===== config.mk =====
export PLATFORM = sky130hd
export DESIGN_NAME = data_decimator
export DESIGN_NICKNAME = d
export VERILOG_FILES = /design/src/rtl/dsp_pkg.sv /design/src/rtl/dec_acc_ch.sv /design/src/rtl/data_decimator.sv
export SDC_FILE = /design/constraint.sdc
export NUM_CORES = 1
export LEC_CHECK = 0
export ABC_AREA = 1
export CORE_MARGIN = 3
export CORE_UTILIZATION = 50
export DETAILED_ROUTE_END_ITERATION = 10
export DONT_BUFFER_PORTS = 1
export GPL_TIMING_DRIVEN = 0
export SLEW_MARGIN = 20
export SYNTH_ARGS = -nofsm -noshare
export SYNTH_HDL_FRONTEND = slang
export SYNTH_SLANG_ARGS = --single-unit

===== constraint.sdc =====
create_clock -name clk -period 5.2 [get_ports clk]
set_input_delay 1.04 -clock clk [delete_from_list [all_inputs] [get_ports clk]]
set_output_delay 1.04 -clock clk [all_outputs]
set_load 0.03 [all_outputs]

===== src/rtl/dsp_pkg.sv =====
// Shared encodings and arithmetic helpers for the decimation datapath.
package dsp_pkg;

   localparam logic MODE_PICK = 1'b0;
   localparam logic MODE_AVG  = 1'b1;

   localparam int unsigned SAT_W = 64;

   typedef enum logic {
      ST_LOAD = 1'b0,
      ST_RUN  = 1'b1
   } state_t;

   // Clamp a signed value into the signed range of 'width' bits.
   function automatic logic signed [SAT_W-1:0] sat_s(input logic signed [SAT_W-1:0] value,
                                                     input int unsigned width);
      logic signed [SAT_W-1:0] max_v;
      logic signed [SAT_W-1:0] min_v;
      max_v = $signed((SAT_W'(1) << (width - 1)) - SAT_W'(1));
      min_v = ~max_v;
      if (value > max_v)
         sat_s = max_v;
      else if (value < min_v)
         sat_s = min_v;
      else
         sat_s = value;
   endfunction

endpackage


===== src/rtl/dec_acc_ch.sv =====
// One channel of the decimator: boxcar accumulator, shift, saturate, PICK bypass.
module dec_acc_ch
   import dsp_pkg::*;
#(
   parameter int unsigned DW = 16,
   parameter int unsigned RW = 8,
   parameter int unsigned SW = 4
) (
   input  logic          clk,
   input  logic          rst_n,
   input  logic          clr,
   input  logic          smp,
   input  logic          first,
   input  logic          pick_hit,
   input  logic          avg_hit,
   input  logic [SW-1:0] shift,
   input  logic [DW-1:0] din,
   output logic [DW-1:0] dout,
   output logic          sat
);

   localparam int unsigned AW = DW + RW;

   logic signed [AW-1:0]    acc;
   logic signed [AW-1:0]    acc_nxt;
   logic signed [AW-1:0]    shifted;
   logic signed [SAT_W-1:0] sat_full;
   logic [DW-1:0]           avg_val;
   logic                    clipped;

   // Sum including the current sample so the frame result needs no extra cycle.
   always_comb begin
      acc_nxt  = first ? AW'($signed(din)) : acc + AW'($signed(din));
      shifted  = acc_nxt >>> shift;
      sat_full = sat_s(SAT_W'(shifted), DW);
      clipped  = (sat_full != SAT_W'(shifted));
      avg_val  = DW'(sat_full);
   end

   always_ff @(posedge clk or negedge rst_n) begin
      if (!rst_n)
         acc <= '0;
      else if (clr)
         acc <= '0;
      else if (smp)
         acc <= acc_nxt;
   end

   always_ff @(posedge clk or negedge rst_n) begin
      if (!rst_n) begin
         dout <= '0;
         sat  <= 1'b0;
      end else if (pick_hit) begin
         dout <= din;
         sat  <= 1'b0;
      end else if (avg_hit) begin
         dout <= avg_val;
         sat  <= clipped;
      end else begin
         sat  <= 1'b0;
      end
   end

endmodule


===== src/rtl/data_decimator.sv =====
// Multi-channel sample-rate reducer: shared framing/config, per-channel datapaths.
module data_decimator
   import dsp_pkg::*;
#(
   parameter int unsigned N_CH = 2,
   parameter int unsigned DW   = 16,
   parameter int unsigned RW   = 8,
   parameter int unsigned SW   = 4
) (
   input  logic                 clk,
   input  logic                 rst_n,
   input  logic [N_CH*DW-1:0]   din,
   input  logic                 din_vld,
   input  logic [RW-1:0]        cfg_ratio,
   input  logic [RW-1:0]        cfg_phase,
   input  logic                 cfg_mode,
   input  logic [SW-1:0]        cfg_shift,
   input  logic                 cfg_load,
   output logic [N_CH*DW-1:0]   dout,
   output logic                 dout_vld,
   output logic [N_CH-1:0]      dout_sat
);

   logic [RW-1:0] ratio_a;
   logic [RW-1:0] phase_a;
   logic          mode_a;
   logic [SW-1:0] shift_a;
   logic [RW-1:0] cnt;
   state_t        state;

   logic [RW-1:0] ratio_s;
   logic [RW-1:0] phase_s;
   logic          smp;
   logic          first;
   logic          last;
   logic          pick_hit;
   logic          avg_hit;
   logic          clr;

   // A sample coinciding with cfg_load belongs to no frame and is dropped.
   always_comb begin
      ratio_s  = (cfg_ratio == '0) ? RW'(1) : cfg_ratio;
      phase_s  = (cfg_phase >= ratio_s) ? ratio_s - RW'(1) : cfg_phase;
      smp      = din_vld & ~cfg_load;
      first    = (cnt == '0);
      last     = (cnt == ratio_a - RW'(1));
      pick_hit = smp & (mode_a == MODE_PICK) & (cnt == phase_a);
      avg_hit  = smp & (mode_a == MODE_AVG) & last;
      clr      = cfg_load | ((state == ST_LOAD) & ~din_vld);
   end

   always_ff @(posedge clk or negedge rst_n) begin
      if (!rst_n) begin
         ratio_a  <= RW'(1);
         phase_a  <= '0;
         mode_a   <= MODE_PICK;
         shift_a  <= '0;
         cnt      <= '0;
         state    <= ST_LOAD;
         dout_vld <= 1'b0;
      end else begin
         dout_vld <= pick_hit | avg_hit;
         case (state)
            ST_LOAD: state <= cfg_load ? ST_LOAD : ST_RUN;
            ST_RUN:  state <= cfg_load ? ST_LOAD : ST_RUN;
            default: state <= ST_LOAD;
         endcase
         if (cfg_load) begin
            ratio_a <= ratio_s;
            phase_a <= phase_s;
            mode_a  <= cfg_mode;
            shift_a <= cfg_shift;
            cnt     <= '0;
         end else if (din_vld) begin
            cnt <= last ? '0 : cnt + RW'(1);
         end
      end
   end

   for (genvar k = 0; k < N_CH; k++) begin : g_ch
      dec_acc_ch #(
         .DW (DW),
         .RW (RW),
         .SW (SW)
      ) u_ch (
         .clk      (clk),
         .rst_n    (rst_n),
         .clr      (clr),
         .smp      (smp),
         .first    (first),
         .pick_hit (pick_hit),
         .avg_hit  (avg_hit),
         .shift    (shift_a),
         .din      (din[k*DW +: DW]),
         .dout     (dout[k*DW +: DW]),
         .sat      (dout_sat[k])
      );
   end

endmodule


* Yosys cells after proc, flatten, opt, wreduce, memory -nomap -nowiden
Cells that the tools add are included.
** Storage, ports and cells
- Register bits :: 113
** Cells by class
- $add $sub $neg :: 5
- $lt $le $gt $ge :: 5
- Eq/ne operators :: 4
- Shifts and indexed selects :: 2
- Muxes and demuxes :: 24
- Bitwise logic cells :: 12
- Reductions and logical operators :: 5
** Operators by type and width (count)
- 64-bit two-way mux :: 4
- 24-bit two-way mux :: 6
- 64-bit by 24-bit inequality test with 1-bit output :: 2
- 16-bit two-way mux :: 4
- 24-bit by 16-bit adder with 24-bit output :: 2
- 24-bit by 16-bit > comparator with 1-bit output, second input constant :: 2
- 24-bit by 16-bit less-than comparator with 1-bit output, second input constant :: 2
- 24-bit by 4-bit >>> shifter with 24-bit output :: 2
- 8-bit two-way mux :: 5
- 8-bit equality test :: 2
- 8-bit logical NOT :: 2
- 8-bit by 1-bit subtractor with 8-bit output, second input constant :: 2
- 8-bit by 1-bit adder with 8-bit output, second input constant :: 1
- 8-bit >= comparator :: 1
- 1-bit AND :: 6
- 2-bit nonzero test :: 3
- 1-bit two-way mux :: 5
- 1-bit NOT :: 4
- 1-bit bitwise OR :: 2

* Depth between registers and ports, before layout
- Depth after elaboration :: 9
- Gate-level depth with buffers :: 26
- Gate-level depth less buffers :: 25

* By module
From an unflattened synthesis, not the netlist that was laid out.
** Unflattened totals
- Cell total of the unflattened synthesis :: 2153
- Area, all modules :: 12727.2 um^2
** By module, submodules not included
- dec_acc_ch (g_ch[0].u_ch) :: instances 1, cells each 909, area an instance 5167.5 um^2, seq. area each 1026.0 um^2
- dec_acc_ch (g_ch[1].u_ch) :: instances 1, cells each 888, area an instance 5159.9 um^2, seq. area each 1026.0 um^2
- data_decimator :: instances 1, cells each 356, area an instance 2399.8 um^2, seq. area each 777.0 um^2

* Worst setup path after synthesis
Ideal clock, no wire load.
- Path type :: in2reg
- Start point :: input din[16]
- End point :: register g_ch[1].u_ch.dout[10]
- Setup time :: 0.117 ns
- Arrival time :: 3.381 ns
- Data required time :: 5.083 ns
- Setup slack :: 1.702 ns
- Stages :: 23
- Cells stage by stage :: ha_1 > fa_1 > nand2_1 > nand2_1 > nand2_1 > inv_1 > nand3_1 > nand3_1 > nand2_1 > nand3_1 > nand2_1 > nand2_1 > nand3_1 > nand3_1 > nand3_1 > nand3_1 > nor2_1 > nand3_2 > a21oi_4 > buf_6 > nand2_1 > nand2_1 > nand2_1
** On the way
- Word-level cells in the longest chain between the ends :: 8
- Elaborated cells on any way between the ends :: 9
- Those cells by class :: add/sub: 1; order compare: 2; shift: 1; mux: 5
** Ends and longest elaborated chain
- from (decl) :: RTL line data_decimator.sv:12 : input logic [N_CH*DW-1:0] din,
- 24-bit by 16-bit adder with 24-bit output :: RTL line dec_acc_ch.sv:33 : acc_nxt = first ? AW'($signed(din)) : acc + AW'($signed(din));
- 24-bit two-way mux (*) :: RTL line dec_acc_ch.sv:33
- 24-bit by 4-bit >>> shifter with 24-bit output (*) :: RTL line dec_acc_ch.sv:34 : shifted = acc_nxt >>> shift;
- 24-bit by 16-bit less-than comparator with 1-bit output :: RTL line dsp_pkg.sv:23 : else if (value < min_v)
- 64-bit two-way mux :: RTL line dsp_pkg.sv:23
- 64-bit two-way mux (*) :: RTL line dsp_pkg.sv:21 : if (value > max_v)
- 16-bit two-way mux (*) :: RTL line dec_acc_ch.sv:56 : end else if (avg_hit) begin
- 16-bit two-way mux (*) :: RTL line dec_acc_ch.sv:53 : end else if (pick_hit) begin
- to (signal assigned) :: RTL line dec_acc_ch.sv:54 : dout <= din;
- to (signal assigned) :: RTL line dec_acc_ch.sv:57 : dout <= avg_val;
- to (decl) :: RTL line dec_acc_ch.sv:18 : output logic [DW-1:0] dout,
Every way passes the cells marked *; elsewhere a longest branch is shown, timed or not. The select of a mux whose other input is x is not followed.
A chain may end at the register's enable or synchronous reset.

* Worst setup path in the final report
- Start point :: input din_vld
- End point :: register g_ch[0].u_ch.dout[4]
** On the way
- Word-level cells in the longest chain between the ends :: 4
- Elaborated cells on any way between the ends :: 7
- Those cells by class :: mux: 1; bitwise: 5; reduce/logical: 1
** Ends and longest elaborated chain
- from (decl) :: RTL line data_decimator.sv:13 : input logic din_vld,
- 1-bit AND (*) :: RTL line data_decimator.sv:44 : smp = din_vld & ~cfg_load;
- 1-bit AND, on equally long branches (2 in a row) :: RTL line data_decimator.sv:47, data_decimator.sv:48
- 16-bit two-way mux or 2-bit nonzero test (tied branches)
- to (signal assigned) :: RTL line dec_acc_ch.sv:54
- to (signal assigned) :: RTL line dec_acc_ch.sv:57
- to (decl) :: RTL line dec_acc_ch.sv:18
Every way passes the cells marked *; elsewhere a longest branch is shown, timed or not.

==> metrics.md <==
| Metric | Value |
|---|---|
| Number of post-CTS setup repair buffers | `0` |
| Clk_lat worst skew | `430 ps` |
| Pleak | `6.86 nW` |
| CP required | `around 5500 ps` |
| Initial antenna violation count | `0` |
| First-pass GRT wire length | `69400 microns` |
| Final worst path period need | `3950 ps` |
| Final HPWL DP | `36400 microns` |
| Fmax | `253 MHz` |
| Post-Synth Adder-Cell Area | `6.44%` |
| CTS buffer count | `17` |
| Worst Setup End Kind | `register` |
| Number of synthesized flops with an enable pin | `0` |
| Core ar. | `23000 sq um` |
| Reg-to-Reg Start | `cnt[0]$_DFFE_PN0P_` |
| DRC | `0` |
| Largest family of logic cells by synthesized area | `simple AND/OR/NAND/NOR gates` |
| CP Launch Point | `din_vld` |
| Filler cells | `about 2500` |
| Setup TNS Final | `0 ps` |
| Slew Limit Fails | `0` |
| Mapped Area | `11900 sq um` |
| Via Count | `13465` |
| Fin nets | `2134` |
| Power per cell area | `between 300 and 400 nW/um^2` |
| Finished Core Util | `a little under three fifths` |
| Sequential fraction of the synthesis area | `23.8%` |
| Port Buffers | `0` |
| Clock tree from TritonCTS | `yes` |
| Total track usage | `around 34%` |
| Compound-cell area share of the yosys netlist | `12.8%` |
| Final GP Congestion | `0.998` |
| # hold bufs at CTS | `0` |
| CP Launch Type | `input port` |
| DR top layer | `met4` |
| Die area | `about 26000 sq um` |
| R2R Setup Slk | `1470 ps` |
| I/O pins | `about 90` |
| Mean Syn Cell Area | `5.95 sq um` |
| DR WL/cell | `19.2 microns` |
| Clock Pin Slew Worst Setup and Hold Paths | `60 ps` |
| Top cells by area, synth | `dfrtp_1 24%, nand2_1 21%, nand3_1 12%` |
| Unrepaired setup endpoints after global routing | `false` |
| Worst hold-check path type | `in -> async` |
| Multiplexer share of the synthesized area | `less than 1%` |
| Dpl cell area | `12300 sq um` |
| Share of the synthesized area in the top cell type | `23.6%` |
| Row count | `55` |
| Reg2Reg Depth | `19` |
| Vias in the first global route | `roughly 12000` |
| Die height | `160 microns` |
| Clock sinks | `roughly 110` |
| VDD IR-drop max | `0.215 mV` |
| First-pass DRT Iterations | `6` |
| WL final | `around 45000 microns` |
| #FFs+latches synth | `113` |
| Relative slew slack | `36.5%` |
| Status | `complete, no violations` |
| Mapped Cells | `roughly 2000` |
| Inserted Diodes | `0` |
| Ys async rst share | `100%` |
| Post_cts resized | `0` |
| Largest area contributor in the netlist | `dfrtp_1` |
| DR iter-0 viols | `1349` |
| Ys flop type | `dfrtp_1` |
| Endpoints failing setup | `0` |
| Total grt overflow | `0` |
| Final instance area | `12900 sq um` |
| WL met1 | `slightly above 20000 microns` |
| RR Endpoint | `g_ch[0].u_ch.dout[3]$_DFFE_PN0P_` |
| Setup CP Type | `in -> reg` |
| Max-Cap Viols | `0` |
| Initial Util | `51.7%` |
| Worst Skew | `between 15 and 20 ps` |
| Pin count of the biggest net entering global routing | `114` |
| CTS H-tree lvls | `4` |
| Post-synthesis xor/xnor area fraction | `2.28%` |
| Ratio of cells with drive above 1 in the final layout | `approximately 5.7%` |
| Period utilization | `75.9%` |
| Final ANT Viol Nets | `0` |
| Distinct cells, synth | `55` |
| Crit Path Max Fanout | `10` |
| Routed met3 length | `a little over 4000 microns` |
| Syn. warnings | `0` |
| Met2 wire length | `19800 microns` |
| Hold Vio Cnt, Final | `0` |
| Syn-to-layout area delta | `8.30%` |
| CP Data Arrival Time | `4260 ps` |
| Syn_nets | `2115` |
| Die width | `160 microns` |
| Root buf cell | `clkbuf_16` |
| Clock Path Buffers | `2` |
| Area share of and/or/nand/nor cells after synthesis | `a little over two fifths` |
| Via/cell ratio | `5.75` |
| Worst-Margin Slew | `about 950 ps` |
## stage by stage
| step | total power (W) | hold WS, ps | setup slack [ps] | cells |
|---|---|---|---|---|
| 2_1_floorplan | 0.00237 | 469 | 1700 | 1998 |
| 3_3_place_gp | 0.00278 | 499 | 952 | 2311 |
| 3_5_place_dp | 0.00280 | 500 | 950 | 2311 |
| 4_1_cts | 0.00402 | 296 | 1390 | 2343 |
| 5_1_grt | 0.00429 | 299 | 1030 | 2343 |
| 6_report | 0.00406 | 310 | 1250 | 2343 |
## worst max-delay path, cell delays in order
cell and delay (ps):
inv_1 20, nor2_1 600, inv_2 250, nor3_1 240, nand4_1 110, nor2_1 730, inv_1 130, clkbuf_1 340
clkbuf_1 350, nor2_1 180, nor2_1 100, nand2_1 110, nand2_1 50
## cells in the mapped netlist, drive strengths merged, types with 14 or more instances
cell / instances
dfrtp: 112
inv: 218
clkbuf: 48
xnor2: 18
ha: 58
nand2: 696
nor3: 14
nand3: 295
nor2: 154
a21oi: 61
o21ai: 157
buf: 39
nand4: 18
## routing by layer
| layer | up-vias | GRT usage [%] |
|---|---|---|
| li1 | 6554 | - |
| met1 | 6256 | 48.8 |
| met2 | 589 | 54.2 |
| met3 | 66 | 6.90 |
| met4 | 0 | 7.61 |
| met5 | - | 0 |
## cell families after synthesis
| family | after synthesis |
|---|---|
| AO/OA/AOI/OAI | 273 |
| multiplexers | 9 |
| XOR/XNOR | 31 |
| AND/OR/NAND/NOR | 1203 |
| buffers and inverters | 309 |
| flip-flops | 113 |
| adder cells (fa/ha/maj) | 60 |
## cell usage in the layout, fill, tap and decap left out, types with 8 or more instances in the layout
cell / synthesis / final
or2_2: 11 / 11
xor2_1: 13 / 13
o211ai_1: 12 / 12
ha_1: 58 / 58
nor2_1: 145 / 145
buf_6: 8 / 8
nor2_2: 8 / 8
buf_2: 15 / 15
mux2i_1: 9 / 9
o22ai_1: 10 / 10
a31oi_1: 10 / 10
nand3_1: 287 / 287
clkbuf_16: 0 / 17
nand2_1: 678 / 678
nor3_1: 14 / 14
nand3_2: 8 / 8
o21ai_0: 136 / 136
buf_1: 13 / 13
nand4_1: 18 / 18
dfrtp_1: 112 / 112
nand2_2: 15 / 15
inv_1: 213 / 213
xnor2_1: 18 / 18
a21oi_1: 59 / 59
o21ai_1: 21 / 21
clkbuf_1: 48 / 50
## layout make-up
class	count	area, sq um	share of cell area (%)
plain buffers	87	417	3.23
clock buffers	19	433	3.36
clock inverters	13	163	1.26
inverters	222	837	6.50
multi-input cells	1576	7810	60.6
flip-flops and latches	113	2830	22.0
well taps	313	392	3.04
## sequential cells by signal (all words and copies together), names as in the netlist
| name | count |
|---|---|
| cnt | 8 |
| shift_a | 4 |
| state | 1 |
| g_ch.u_ch.sat | 2 |
| g_ch.u_ch.acc | 48 |
| mode_a | 1 |
| ratio_a | 8 |
| g_ch.u_ch.dout | 32 |
| phase_a | 8 |
| dout_vld | 1 |
## power breakdown
part	total, W	leakage (nW)	switching [W]	internal [W]
Sequential	0.00123	1.47	0.000232	0.000999
Clock	0.00123	0.272	0.000474	0.000753
Combinational	0.00161	5.11	0.00109	0.000512
Total	0.00406	6.86	0.00180	0.00226
## worst max-delay path by stage
stage	endpoint	slack [ps]	cells after the start
2_1_floorplan	g_ch[1].u_ch.dout[10]$_DFFE_PN0P_	1700	23
3_5_place_dp	g_ch[0].u_ch.dout[1]$_DFFE_PN0P_	950	13
5_1_grt	g_ch[1].u_ch.dout[5]$_DFFE_PN0P_	1030	23
6_report	g_ch[0].u_ch.dout[4]$_DFFE_PN0P_	1250	13
3_3_place_gp	g_ch[0].u_ch.dout[1]$_DFFE_PN0P_	950	13
4_1_cts	g_ch[0].u_ch.dout[4]$_DFFE_PN0P_	1390	13
(Power assumes the default switching activity.)
